### src/rtl/avg_window_ctrl.sv
`default_nettype none
// ============================================================================
// avg_window_ctrl : raster-stream 3x3 window scheduler for the avg_apply averager
// Revision        : 1.0
// ============================================================================
module avg_window_ctrl #(
  parameter int WIDTH  = 8,
  parameter int HEIGHT = 8
) (
  input  logic        clk,
  input  logic        rst,
  input  logic        i_start,
  input  logic        i_pix_valid,
  input  logic [31:0] i_pix_data,
  output logic        o_pix_ready,
  output logic        o_win_valid,
  output logic [31:0] o_win_1,
  output logic [31:0] o_win_2,
  output logic [31:0] o_win_3,
  output logic [31:0] o_win_4,
  output logic [31:0] o_win_5,
  output logic [31:0] o_win_6,
  output logic [31:0] o_win_7,
  output logic [31:0] o_win_8,
  output logic [31:0] o_win_9,
  input  logic        i_avg_valid,
  input  logic [31:0] i_avg_result,
  output logic        o_res_valid,
  output logic [31:0] o_res_data,
  output logic        o_busy,
  output logic        o_done
);

  localparam int c_col_w = $clog2(WIDTH);
  localparam int c_row_w = $clog2(HEIGHT);
  localparam int c_nres  = (WIDTH - 2) * (HEIGHT - 2);
  localparam int c_res_w = $clog2(c_nres + 1);

  localparam logic [c_col_w-1:0] c_col_last  = c_col_w'(WIDTH - 1);
  localparam logic [c_row_w-1:0] c_row_last  = c_row_w'(HEIGHT - 1);
  localparam logic [c_col_w-1:0] c_col_two   = c_col_w'(2);
  localparam logic [c_row_w-1:0] c_row_two   = c_row_w'(2);
  localparam logic [c_res_w-1:0] c_res_total = c_res_w'(c_nres);

  typedef enum logic [1:0] {
    S_IDLE  = 2'd0,
    S_RUN   = 2'd1,
    S_DRAIN = 2'd2,
    S_DONE  = 2'd3
  } state_t;

  state_t r_state;
  state_t w_next;

  logic [c_col_w-1:0] r_col;
  logic [c_row_w-1:0] r_row;
  logic [c_res_w-1:0] r_res_cnt;
  logic [31:0]        r_lb0 [WIDTH];
  logic [31:0]        r_lb1 [WIDTH];
  logic [31:0]        r_win [9];
  logic               r_win_valid;
  logic               r_res_valid;
  logic [31:0]        r_res_data;

  logic w_accept;
  logic w_last_pix;
  logic w_issue;

  assign w_accept   = (r_state == S_RUN) && i_pix_valid;
  assign w_last_pix = w_accept && (r_row == c_row_last) && (r_col == c_col_last);
  assign w_issue    = w_accept && (r_row >= c_row_two) && (r_col >= c_col_two);

  always_ff @(posedge clk or posedge rst) begin
    if (rst) r_state <= S_IDLE;
    else     r_state <= w_next;
  end

  always_comb begin
    w_next      = r_state;
    o_pix_ready = 1'b0;
    o_busy      = 1'b0;
    o_done      = 1'b0;
    case (r_state)
      S_IDLE: begin
        if (i_start) w_next = S_RUN;
      end
      S_RUN: begin
        o_pix_ready = 1'b1;
        o_busy      = 1'b1;
        if (w_last_pix) w_next = S_DRAIN;
      end
      S_DRAIN: begin
        o_busy = 1'b1;
        if (r_res_cnt == c_res_total) w_next = S_DONE;
      end
      S_DONE: begin
        o_done = 1'b1;
        w_next = S_IDLE;
      end
      default: w_next = S_IDLE;
    endcase
  end

  // Position and result counters; results only count while a frame is in flight.
  always_ff @(posedge clk or posedge rst) begin
    if (rst) begin
      r_col       <= '0;
      r_row       <= '0;
      r_res_cnt   <= '0;
      r_res_valid <= 1'b0;
      r_res_data  <= '0;
    end else begin
      r_res_valid <= o_busy && i_avg_valid;
      if (o_busy && i_avg_valid) r_res_data <= i_avg_result;
      if (r_state == S_IDLE && i_start) begin
        r_col     <= '0;
        r_row     <= '0;
        r_res_cnt <= '0;
      end else begin
        if (w_accept) begin
          if (r_col == c_col_last) begin
            r_col <= '0;
            r_row <= r_row + 1'b1;
          end else begin
            r_col <= r_col + 1'b1;
          end
        end
        if (o_busy && i_avg_valid) r_res_cnt <= r_res_cnt + 1'b1;
      end
    end
  end

  // Line buffers carry no reset; row/col gating keeps stale data out of issued windows.
  always_ff @(posedge clk) begin
    if (w_accept) begin
      r_lb1[r_col] <= r_lb0[r_col];
      r_lb0[r_col] <= i_pix_data;
    end
  end

  always_ff @(posedge clk or posedge rst) begin
    if (rst) begin
      r_win_valid <= 1'b0;
      for (int i = 0; i < 9; i++) r_win[i] <= '0;
    end else begin
      r_win_valid <= w_issue;
      if (w_accept) begin
        r_win[0] <= r_win[1];
        r_win[1] <= r_win[2];
        r_win[2] <= r_lb1[r_col];
        r_win[3] <= r_win[4];
        r_win[4] <= r_win[5];
        r_win[5] <= r_lb0[r_col];
        r_win[6] <= r_win[7];
        r_win[7] <= r_win[8];
        r_win[8] <= i_pix_data;
      end
    end
  end

  assign o_win_valid = r_win_valid;
  assign o_win_1     = r_win[0];
  assign o_win_2     = r_win[1];
  assign o_win_3     = r_win[2];
  assign o_win_4     = r_win[3];
  assign o_win_5     = r_win[4];
  assign o_win_6     = r_win[5];
  assign o_win_7     = r_win[6];
  assign o_win_8     = r_win[7];
  assign o_win_9     = r_win[8];
  assign o_res_valid = r_res_valid;
  assign o_res_data  = r_res_data;

endmodule
`default_nettype wire

### config.mk
export PLATFORM = sky130hd
export DESIGN_NAME = avg_window_ctrl
export DESIGN_NICKNAME = d
export VERILOG_FILES = /design/src/rtl/avg_window_ctrl.sv
export SDC_FILE = /design/constraint.sdc
export NUM_CORES = 1
export LEC_CHECK = 0
export CAP_MARGIN = 40
export CORE_MARGIN = 3
export CORE_UTILIZATION = 60
export DETAILED_ROUTE_END_ITERATION = 6
export PLACE_DENSITY_LB_ADDON = 0.1
export SYNTH_ARGS = -nofsm -noshare
export SYNTH_HDL_FRONTEND = slang
export SYNTH_SLANG_ARGS = --single-unit
### constraint.sdc
create_clock -name clk -period 22.5 [get_ports clk]
set_input_delay 3.375 -clock clk [delete_from_list [all_inputs] [get_ports clk]]
set_output_delay 3.375 -clock clk [all_outputs]
set_load 0.005 [all_outputs]
==> results by group <==
Pwr
  • Comb pwr share: 30.8%
  • Leak: about 16 nW
  • Switching power: between 1.5 and 2 mW
  • Part of the power in registers: roughly 44%
  • Total power: around 5.4 mW
  • VDD IR max: between 0.08 and 0.09 mV
  • Clk pwr share: approximately a quarter
  • Pint: ~3.7 mW
  • PwrDens: around 130 nW/um2
  • Switching Fraction: between 30% and 40%

Floorplan
  • I/O pin count: ~390
  • Die area: ~57000 um2
  • Site Rows: 84
  • Die Y: 239 um
  • Core ar.: approximately 53000 um2
  • Die width: 239 um
  • Starting density of the core: 61.3%

Cells and area
  • Non-Filler Instances: 3515
  • Commonest non-fill, non-tap cell in the layout: nand2_1
  • Share of cells above drive strength 1: about a tenth
  • Net total in the final layout: ~2800
  • Syn-to-layout area delta: 22.3%
  • Leading cell types in the layout, fill and taps excluded: 690 x nand2_1, 512 x edfxtp_1, 393 x clkdlybuf4s50_1
  • Fin area: about 40000 um2
  • Core Util, Final: ~75%

Setup path
  • Critical path type: primary input to flip-flop
  • Most used cell, CP: buf_4
  • Crit path DAT: around 6.8 ns
  • Slowest cell on the critical path: buf_4
  • Family with the most delay on the worst path: buffers and inverters
  • CP Capture Type: flip-flop
  • Max incr delay on CP: about 0.78 ns
  • Worst Path Required: roughly 23 ns
  • WP buf/inv: 3
  • Crit-path max FO: 84
  • Worst-path cell chain: clkdlybuf4s50_1, and2_4, buf_4, and3_2, buf_4
  • Crit start category: primary input

STA
  • Final Critical Period: 6.55 ns
  • Period Utilization, post-route: about 30%
  • RSZ-0062 raised after global routing: false
  • Endpoints failing setup: 0
  • Final TNS setup: 0 ns
  • Hold Vio Cnt, Final: 0
  • Clk_skew: 0.0244 ns
  • Worst slew pin tran: roughly 1.1 ns
  • Relative slew slack: between 20% and 30%
  • Hold_ws: between 0.4 and 0.5 ns
  • Setup WS post-layout: 15.95 ns
  • Final Max Slew Viols: 0
  • Max Clk Rate: approximately 150 MHz

Placement
  • # port buffers: about 390
  • Placed insts: 3361
  • Pre-CTS setup slack: roughly 15 ns
  • GP Congestion: roughly 0.8
  • Hpwl dp: roughly 50 mm
  • Dpl cell area: 37300 um2

CTS
  • Setup Fix Bufs, Post-CTS: 0
  • H-tree lvl count: 3
  • CTS max path bufs: 3
  • Sink Count: between 800 and 900
  • Reg clk slew, reported paths: approximately 0.06 ns
  • CTS Hold Buffers Added: 0
  • TritonCTS clock tree: yes
  • CTS resizes: 0
  • Skew-Pair Late Insertion Delay: approximately 0.63 ns
  • Clock buffer count from CTS: 83
  • Clock root buffer master: clkbuf_16

Outcome
  • Status: finished, final reports clean

GRT
  • Largest net degree at the start of global routing: ~200
  • First-pass GRT wire length: about 120 mm
  • Number of antenna violations at the first check in global routing: 1
  • Overflow after GRT: 0
  • Vias in the first global route: 20700
  • Total track usage: 28.5%

Synthesis
  • Post-synth EDFFs: just over 500
  • Top FF cell, synth: edfxtp_1
  • Synthesized area per cell: about 14 um2
  • Yosys cell types: 48
  • Synth top area share: about 47%
  • Yosys warns: 0
  • Synth area leaders: edfxtp_1 47%, dfrtp_1 26%, nand2_1 8.0%, mux2_2 3.3%, mux2i_1 2.2%
  • Post-synthesis net count: around 2500
  • Synth Register Bits: between 800 and 900
  • Area leader, netlist: edfxtp_1
  • Mapped Cells: ~2400
  • Asr flop ratio synth: 39.6%
  • Register area share after synthesis: between 70% and 80%
  • Post-Synthesis Cell Area: between 30000 and 40000 um2

Routing
  • Total wire length: approximately 80 mm
  • Post-route antenna net violation count: 0
  • Residual DRC: 0
  • Drt pass-1 iters: 7
  • DR iter-0 viols: between 1500 and 2000
  • Vias: 20900
  • Via density: roughly 5.9
  • WL/cell: 23.2 um

Run
  • Max-cap viol count: 0

Min path
  • Hold Crit Class: flip-flop to flip-flop
-- sequential cells by signal, indices dropped and copies added, names as in the netlist, 2 cells and up --
register    cells
o_win_7        32
o_win_6        32
r_col           3
o_win_3        32
r_lb1         256
o_win_5        32
r_state         2
r_res_cnt       6
o_win_4        32
o_win_1        32
r_lb0         256
r_row           3
o_res_data     32
o_win_2        32
o_win_9        32
o_win_8        32
-- cell type report --
cell class	count	area (um2)
Timing Repair Buffer	430	4380
Clock buffer	124	2380
Antenna cell	1	2.50
Inverter	9	41.3
Sequential cell	848	23800
Multi-Input combinational cell	1386	8180
Tap cell	688	861
Clock inverter	29	263
Fill cell	3249	13300
-- worst paths after layout --
kind	from	to	slack [ns]	depth (start not counted)
worst max-delay path	i_pix_valid	r_lb1[1][23]	15.95	5
worst min-delay path	o_win_1[16]	o_win_1[16]	0.47	2
worst max register to register	r_state[1]	r_lb1[1][23]	18.44	6
worst min register to register	o_win_1[16]	o_win_1[16]	0.47	2
max in group asynchronous	rst	o_win_8[11]	17.36	5
min in group asynchronous	rst	o_res_data[9]	3.25	2
-- synthesized netlist by cell type, drive strengths merged, types with 17 or more instances --
cell	number
o32a	21
a32o	29
a21oi	56
nand3b	17
edfxtp	512
a22oi	45
or3	20
clkbuf	89
mux2	108
o21ai	34
a211oi	31
dfrtp	336
a22o	28
a221oi	23
buf	66
nand2b	19
mux2i	73
nand2	691
nor2	71
-- power groups by stage --
stage	clock, mW	sequential (mW)	combinational, mW
2_1_floorplan	0	2.32	0.761
3_3_place_gp	0	2.38	1.60
3_5_place_dp	0	2.39	1.66
4_1_cts	1.36	2.37	1.67
5_1_grt	1.42	2.41	1.79
6_report	1.34	2.37	1.65
-- metal layers --
layer / vias up / share of wire, % / track usage [%]
met5: - / 0 / 0
met1: 10400 / 40 / 39.0
met4: 0 / 2.9 / 9.02
met2: 952 / 49 / 46.6
li1: 9327 / - / -
met3: 147 / 8.2 / 6.10
-- tightest hold or removal path, stage by stage, from the launching register on --
cell and delay (ns):
dfrtp_1 0.34, nand2_1 0.05, nand2_1 0.05
-- logic make-up after synthesis --
group	share of synthesized area, %
AOI/OAI and AO/OA	7.79
xor gates and xnor gates	0.161
adders and majority gates	0.460
buffers and inverters	2.22
DFF	72.9
muxes	6.08
and+or+nand+nor	10.4
Power figures use the tool's default switching activity.
